<file path="src/rtl/mc_ctrl_pkg.sv">
// Shared types and encodings for the multi-cycle RV32I control FSM: states,
// opcodes, datapath mux selects, ALU operation codes and small decode helpers.
package mc_ctrl_pkg;

  typedef enum logic [3:0] {
    IDLE,
    FETCH,
    DECODE,
    MEMADR,
    MEMREAD,
    MEMWB,
    MEMWRITE,
    EXECR,
    EXECI,
    ALUWB,
    BRANCH,
    JALRADR,
    JAL,
    LUI,
    ILLEGAL
  } state_t;

  localparam logic [6:0] OP_LOAD   = 7'b0000011;
  localparam logic [6:0] OP_STORE  = 7'b0100011;
  localparam logic [6:0] OP_RTYPE  = 7'b0110011;
  localparam logic [6:0] OP_ITYPE  = 7'b0010011;
  localparam logic [6:0] OP_BRANCH = 7'b1100011;
  localparam logic [6:0] OP_JAL    = 7'b1101111;
  localparam logic [6:0] OP_JALR   = 7'b1100111;
  localparam logic [6:0] OP_LUI    = 7'b0110111;

  localparam logic       ADR_PC     = 1'b0;
  localparam logic       ADR_ALUOUT = 1'b1;

  localparam logic [1:0] SRCA_PC    = 2'b00;
  localparam logic [1:0] SRCA_OLDPC = 2'b01;
  localparam logic [1:0] SRCA_RS1   = 2'b10;

  localparam logic [1:0] SRCB_RS2   = 2'b00;
  localparam logic [1:0] SRCB_IMM   = 2'b01;
  localparam logic [1:0] SRCB_FOUR  = 2'b10;

  localparam logic [1:0] RES_ALUOUT    = 2'b00;
  localparam logic [1:0] RES_READDATA  = 2'b01;
  localparam logic [1:0] RES_ALURESULT = 2'b10;

  localparam logic [3:0] ALU_ADD   = 4'd0;
  localparam logic [3:0] ALU_SUB   = 4'd1;
  localparam logic [3:0] ALU_AND   = 4'd2;
  localparam logic [3:0] ALU_OR    = 4'd3;
  localparam logic [3:0] ALU_XOR   = 4'd4;
  localparam logic [3:0] ALU_SLT   = 4'd5;
  localparam logic [3:0] ALU_SLTU  = 4'd6;
  localparam logic [3:0] ALU_SLL   = 4'd7;
  localparam logic [3:0] ALU_SRL   = 4'd8;
  localparam logic [3:0] ALU_SRA   = 4'd9;
  localparam logic [3:0] ALU_PASSB = 4'd10;

  localparam logic [2:0] IMM_I = 3'b000;
  localparam logic [2:0] IMM_S = 3'b001;
  localparam logic [2:0] IMM_B = 3'b010;
  localparam logic [2:0] IMM_J = 3'b011;
  localparam logic [2:0] IMM_U = 3'b100;

  function automatic logic [2:0] imm_src_of(input logic [6:0] op);
    logic [2:0] imm;
    imm = IMM_I;
    case (op)
      OP_STORE:  imm = IMM_S;
      OP_BRANCH: imm = IMM_B;
      OP_JAL:    imm = IMM_J;
      OP_LUI:    imm = IMM_U;
      default:   imm = IMM_I;
    endcase
    return imm;
  endfunction

  // Signed/unsigned compares produce 1 when "less than", so blt-style
  // branches are taken on a non-zero result.
  function automatic logic [3:0] branch_alu(input logic [2:0] funct3);
    logic [3:0] ctl;
    case (funct3)
      3'b100, 3'b101: ctl = ALU_SLT;
      3'b110, 3'b111: ctl = ALU_SLTU;
      default:        ctl = ALU_SUB;
    endcase
    return ctl;
  endfunction

  function automatic logic branch_taken(input logic [2:0] funct3, input logic zero);
    logic taken;
    case (funct3)
      3'b000, 3'b101, 3'b111: taken = zero;
      3'b001, 3'b100, 3'b110: taken = ~zero;
      default:                taken = 1'b0;
    endcase
    return taken;
  endfunction

endpackage

</file>
<file path="src/rtl/alu_decoder.sv">
// Combinational ALU operation decoder for R-type and I-type ALU instructions.
module alu_decoder
  import mc_ctrl_pkg::*;
(
  input  logic [2:0] funct3,
  input  logic       funct7b5,
  input  logic       op5,
  output logic [3:0] alu_control
);

  always_comb begin
    alu_control = ALU_ADD;
    case (funct3)
      // addi has no subtract form, so funct7b5 only matters for R-type here
      3'b000:  alu_control = (op5 && funct7b5) ? ALU_SUB : ALU_ADD;
      3'b001:  alu_control = ALU_SLL;
      3'b010:  alu_control = ALU_SLT;
      3'b011:  alu_control = ALU_SLTU;
      3'b100:  alu_control = ALU_XOR;
      3'b101:  alu_control = funct7b5 ? ALU_SRA : ALU_SRL;
      3'b110:  alu_control = ALU_OR;
      3'b111:  alu_control = ALU_AND;
      default: alu_control = ALU_ADD;
    endcase
  end

endmodule

</file>
<file path="src/rtl/multicycle_ctrl.sv">
// Multi-cycle RV32I control FSM driving datapath selects and write enables.
// Define MC_PERF_COUNTER_EN to build the cycle and retired-instruction counters.
module multicycle_ctrl
  import mc_ctrl_pkg::*;
#(
  parameter int CNT_WIDTH = 32
) (
  input  logic                 clk,
  input  logic                 rst,
  input  logic                 trigger,
  input  logic [6:0]           op,
  input  logic [2:0]           funct3,
  input  logic                 funct7b5,
  input  logic                 Zero,
  output logic                 PCWrite,
  output logic                 AdrSrc,
  output logic                 IRWrite,
  output logic                 MemWrite,
  output logic                 RegWrite,
  output logic [1:0]           ResultSrc,
  output logic [1:0]           ALUSrcA,
  output logic [1:0]           ALUSrcB,
  output logic [3:0]           ALUControl,
  output logic [2:0]           ImmSrc,
  output logic [2:0]           AddressingControl,
  output logic                 busy,
  output logic                 illegal,
  output logic [CNT_WIDTH-1:0] cycle_cnt,
  output logic [CNT_WIDTH-1:0] instret_cnt
);

  state_t     state_q, state_d;
  logic [3:0] decoded_alu;
  logic       terminal;

  alu_decoder u_alu_decoder (
    .funct3      (funct3),
    .funct7b5    (funct7b5),
    .op5         (op[5]),
    .alu_control (decoded_alu)
  );

  always_ff @(posedge clk or negedge rst) begin
    if (!rst) begin
      state_q <= IDLE;
    end else begin
      state_q <= state_d;
    end
  end

  // Instructions always finish in one of these states; run control is only
  // consulted here so an instruction in flight is never abandoned.
  assign terminal = (state_q == MEMWB) || (state_q == MEMWRITE) ||
                    (state_q == ALUWB) || (state_q == BRANCH);

  always_comb begin
    state_d = state_q;
    case (state_q)
      IDLE:    if (trigger) state_d = FETCH;
      FETCH:   state_d = DECODE;
      DECODE: begin
        case (op)
          OP_LOAD, OP_STORE: state_d = MEMADR;
          OP_RTYPE:          state_d = EXECR;
          OP_ITYPE:          state_d = EXECI;
          OP_BRANCH:         state_d = BRANCH;
          OP_JAL:            state_d = JAL;
          OP_JALR:           state_d = JALRADR;
          OP_LUI:            state_d = LUI;
          default:           state_d = ILLEGAL;
        endcase
      end
      MEMADR:  state_d = (op == OP_STORE) ? MEMWRITE : MEMREAD;
      MEMREAD: state_d = MEMWB;
      MEMWB, MEMWRITE, ALUWB, BRANCH:
               state_d = trigger ? FETCH : IDLE;
      EXECR, EXECI, JAL, LUI:
               state_d = ALUWB;
      JALRADR: state_d = JAL;
      ILLEGAL: state_d = ILLEGAL;
      default: state_d = IDLE;
    endcase
  end

  always_comb begin
    PCWrite           = 1'b0;
    AdrSrc            = ADR_PC;
    IRWrite           = 1'b0;
    MemWrite          = 1'b0;
    RegWrite          = 1'b0;
    ResultSrc         = RES_ALUOUT;
    ALUSrcA           = SRCA_PC;
    ALUSrcB           = SRCB_RS2;
    ALUControl        = ALU_ADD;
    AddressingControl = 3'b000;
    case (state_q)
      FETCH: begin
        AdrSrc    = ADR_PC;
        IRWrite   = 1'b1;
        ALUSrcA   = SRCA_PC;
        ALUSrcB   = SRCB_FOUR;
        ResultSrc = RES_ALURESULT;
        PCWrite   = 1'b1;
      end
      DECODE: begin
        ALUSrcA = SRCA_OLDPC;
        ALUSrcB = SRCB_IMM;
      end
      MEMADR, JALRADR: begin
        ALUSrcA = SRCA_RS1;
        ALUSrcB = SRCB_IMM;
      end
      MEMREAD: begin
        AdrSrc            = ADR_ALUOUT;
        AddressingControl = funct3;
      end
      MEMWB: begin
        ResultSrc         = RES_READDATA;
        RegWrite          = 1'b1;
        AddressingControl = funct3;
      end
      MEMWRITE: begin
        AdrSrc            = ADR_ALUOUT;
        MemWrite          = 1'b1;
        AddressingControl = funct3;
      end
      EXECR: begin
        ALUSrcA    = SRCA_RS1;
        ALUSrcB    = SRCB_RS2;
        ALUControl = decoded_alu;
      end
      EXECI: begin
        ALUSrcA    = SRCA_RS1;
        ALUSrcB    = SRCB_IMM;
        ALUControl = decoded_alu;
      end
      ALUWB: begin
        ResultSrc = RES_ALUOUT;
        RegWrite  = 1'b1;
      end
      BRANCH: begin
        ALUSrcA    = SRCA_RS1;
        ALUSrcB    = SRCB_RS2;
        ResultSrc  = RES_ALUOUT;
        ALUControl = branch_alu(funct3);
        PCWrite    = branch_taken(funct3, Zero);
      end
      // Target already sits in ALUOut (from DECODE or JALRADR); the ALU
      // meanwhile forms the link address for the following ALUWB.
      JAL: begin
        ALUSrcA   = SRCA_OLDPC;
        ALUSrcB   = SRCB_FOUR;
        ResultSrc = RES_ALUOUT;
        PCWrite   = 1'b1;
      end
      LUI: begin
        ALUSrcB    = SRCB_IMM;
        ALUControl = ALU_PASSB;
      end
      default: ;
    endcase
  end

  assign ImmSrc  = imm_src_of(op);
  assign busy    = (state_q != IDLE) && (state_q != ILLEGAL);
  assign illegal = (state_q == ILLEGAL);

`ifdef MC_PERF_COUNTER_EN
  logic [CNT_WIDTH-1:0] cycle_cnt_q, cycle_cnt_d;
  logic [CNT_WIDTH-1:0] instret_cnt_q, instret_cnt_d;

  always_comb begin
    cycle_cnt_d   = cycle_cnt_q;
    instret_cnt_d = instret_cnt_q;
    if (busy) begin
      cycle_cnt_d = cycle_cnt_q + CNT_WIDTH'(1);
    end
    if (terminal && ((state_d == FETCH) || (state_d == IDLE))) begin
      instret_cnt_d = instret_cnt_q + CNT_WIDTH'(1);
    end
  end

  always_ff @(posedge clk or negedge rst) begin
    if (!rst) begin
      cycle_cnt_q   <= '0;
      instret_cnt_q <= '0;
    end else begin
      cycle_cnt_q   <= cycle_cnt_d;
      instret_cnt_q <= instret_cnt_d;
    end
  end

  assign cycle_cnt   = cycle_cnt_q;
  assign instret_cnt = instret_cnt_q;
`else
  logic unused_terminal;
  assign unused_terminal = terminal;
  assign cycle_cnt       = '0;
  assign instret_cnt     = '0;
`endif

endmodule

</file>
<file path="config.mk">
export PLATFORM = sky130hd
export DESIGN_NAME = multicycle_ctrl
export DESIGN_NICKNAME = d
export VERILOG_FILES = /design/src/rtl/mc_ctrl_pkg.sv /design/src/rtl/alu_decoder.sv /design/src/rtl/multicycle_ctrl.sv
export SDC_FILE = /design/constraint.sdc
export NUM_CORES = 1
export LEC_CHECK = 0
export CELL_PAD_IN_SITES_DETAIL_PLACEMENT = 1
export CELL_PAD_IN_SITES_GLOBAL_PLACEMENT = 2
export CORE_ASPECT_RATIO = 1.1
export CORE_MARGIN = 2
export CORE_UTILIZATION = 14
export CTS_CLUSTER_DIAMETER = 40
export DETAILED_ROUTE_END_ITERATION = 10
export HOLD_SLACK_MARGIN = 0.15
export PLACE_DENSITY_LB_ADDON = 0.1
export SYNTH_ARGS = -nofsm -noshare
export SYNTH_HDL_FRONTEND = slang
export SYNTH_HIERARCHICAL = 1
export SYNTH_SLANG_ARGS = --single-unit
export TNS_END_PERCENT = 1
</file>
<file path="constraint.sdc">
create_clock -name clk -period 1.5 [get_ports clk]
set_input_delay 0.45 -clock clk [delete_from_list [all_inputs] [get_ports clk]]
set_output_delay 0.45 -clock clk [all_outputs]
set_load 0.02 [all_outputs]
</file>
==> results <==
## cells in the mapped netlist, drive strengths merged (2+ instances only)
master  count  area share, %
a21oi       5            1.9
nor2b       9            4.3
and3        5            2.5
nor2       15            4.3
o22ai       3            1.4
and3b       2            1.4
o32ai       2            1.3
nand3       4            1.5
nor3        6            2.3
and2        2           0.95
nand2      11            3.1
xnor2       4            2.6
a31oi       2           0.95
clkbuf      3           0.85
o211ai      2            1.1
a22oi       3            1.7
a21boi      2            1.1
inv         4            1.1
nand2b      5            2.4
buf        71             40
xor2        2            1.3
o21ai      12            4.5
dfrtp       4            7.6
## layout by cell type (no fill, tap or decap), types with 2 or more instances in the layout
cell and n:
nand3_1 4, nor2b_2 2, nor2_2 5, conb_1 64, a21oi_1 2, nor3_2 3, buf_8 3, a31oi_1 2
nor2b_4 2, o21ai_0 7, o22ai_2 3, nor3_1 2, clkdlybuf4s50_1 2, xnor2_1 2, a22oi_2 3, o21ai_1 3
nand2_1 8, nand2b_1 4, a21oi_2 3, o211ai_1 2, nor2_4 2, dfrtp_2 3, nor2b_1 5, buf_4 45
buf_2 9, inv_1 2, clkbuf_8 3, nand2_2 2, nor2_1 8, and3_1 3, buf_6 18, o21ai_2 2
xor2_1 2
## worst max path at each step
stage                     startpoint       endpoint  slack (ps)
after floorplan           state_q[3]   ResultSrc[1]        -100
after global placement     funct3[2]  ALUControl[1]       -1240
after detailed placement   funct3[2]  ALUControl[1]       -1290
after CTS                 state_q[0]  ALUControl[1]        -400
after global routing      state_q[0]  ALUControl[1]        -460
final                     state_q[0]  ALUControl[1]        -390
## worst max-delay path, stage by stage (launching register included)
cell and delay [ps]:
dfrtp_1 390, buf_6 150, and2_4 140, nor2b_4 130, a32oi_2 190, o22ai_2 100
buf_6 140
## through the flow
stage               TNS (ps)  utilization [%]  cells  total power [mW]
floorplan               -722                -    254              1.86
global placement      -20770             20.7    374              2.77
detailed placement    -21070             20.7    374              2.77
CTS                    -6950             22.2    378              3.19
global route           -7820             22.9    379              3.57
finish                 -6120             22.9    379              3.30
## timing repair
action	CTS	global route
endpoints found under the setup margin	27	25
pin swaps	16	4
setup buffers	2	1
resized for setup	195	26
cloned	0	0
## routing by layer
layer / share of wire (%) / wire length [um]
met1: 44 / 1890
met2: 50 / 2140
met3: 5.8 / 246
met4: 0 / 0
met5: 0 / 0
## report_power, final
| part | internal, mW | switching, mW | total (mW) | leakage, nW |
|---|---|---|---|---|
| Sequential | 0.166 | 0.119 | 0.285 | 0.0465 |
| Clock | 0.171 | 0.0507 | 0.221 | 0.0216 |
| Combinational | 1.34 | 1.45 | 2.79 | 0.936 |
| Total | 1.68 | 1.62 | 3.30 | 1.00 |
## cell families after synthesis
| kind of cell | share of synthesized area (%) |
|---|---|
| DFF | 7.56 |
| muxes | 1.61 |
| AOI/OAI and AO/OA | 19.1 |
| and+or+nand+nor | 25.9 |
| other | 0.283 |
| xor gates and xnor gates | 3.97 |
| buffers and inverters | 41.6 |
## final cells by class
| cell class | count | area, um2 | share of cell area (%) |
|---|---|---|---|
| multi-input cells | 172 | 1130 | 53.4 |
| repair buffers | 79 | 679 | 32.0 |
| well taps | 117 | 146 | 6.90 |
| flip-flops and latches | 4 | 104 | 4.90 |
| clock buffers | 3 | 41.3 | 1.95 |
| inverters | 4 | 17.5 | 0.826 |
==> reports/metrics.cfg <==
[final_layout]
fin_nets = 279
area_growth_pct = 60.2
fillCellCount = 1139
largest_reg_flops = 4
reg.largest.list = state_q x4
drive_gt1_share_pct = 48.5
diodes = 0
largest_register = state_q
design_area_um2 = 2120

[timing]
rsz0062_at_grt = yes
drv_slew = 0
timing.hold.ws_ps = 443
finalSetupViolations = 24
fin_worst_skew_ps = 2.91
period_minus_slack_ps = 1890
max_freq_mhz = 529
worst_slack_ps = -391
finalHoldViolations = 0
timing.final.crit_share_pct = 126

[setup_path]
rr_worst_depth = 6
worstSetupPathType = flop to primary output
worstPathRequired_ps = 1050
r2r_start = state_q[2]
reg2reg_to = state_q[1]
end_kind = primary output
crit_arrival_ps = 1440
path_max_fanout = 7
r2r_setup_slack_ps = 60
worst_setup_path_start_kind = flop

[global_route]
antenna_found_initial = 0
grt-busiest-layer = met2
grtUsageTotal_pct = 7.81
grtUsageMet2_pct = 14.0
grt_pass1_vias = 1295
grt_max_degree = 13
met1_usage_pct = 10.4
grt_use_met3_pct = 1.18
grt_overflow = 0
grt_pass1_wl_mm = 6.80

[synth]
yosysWarnings = 6
async_flop_share_pct = 100
synth_area_um2 = 1320
synth_edf_count = 0
syn_area_per_cell_um2 = 6.93
ys_seq_area_share_pct = 7.56
syn_inst = 191
ys.flop_type = dfrtp_1
synthDistinctLibCells = 43
synth-seq-cells = 4

[drt]
remaining_drc_errors = 0
post_drt_wl_per_cell_um = 11.3
vias_per_cell = 3.52
first_pass_iters = 4
routed_wl_mm = 4.28
drt-initial-drc-count = 25
postRouteAntennaNets = 0
dr_total_vias = 1334

[clocking]
clk_latency_ps = 210
path_clk_slew_ps = 30
clockRootBuffer = clkbuf_8
cts_num_sinks = 4
cts_buffer_depth = 2
cts_tree = done
htree_levels = 1
holdBufCountCts = 0
cts_buffers = 3

[floorplan]
io_pins = 102
initial_core_util_pct = 14.3
core_area_um2 = 9260
die-height_um = 106
die_area_um2 = 10300
die_w_um = 96.7
rows = 37

[pwr]
power.density_nw_per_um2 = 1560
peakVddDrop_mv = 0.290
p_leak_nw = 1.00

[run]
drv_cap = 0

[placed_design]
gp_congestion = 0.691
place_area_um2 = 1910
place.port_buffers = 37
dp_hpwl_mm = 3.60
dp_slack_ps = -1290

[run_status]
status = complete, but fails checks
failed_checks = setup timing

[hold_path]
hold_path.class = input port to async pin

Note: power is estimated with default switching activity, not from simulation.
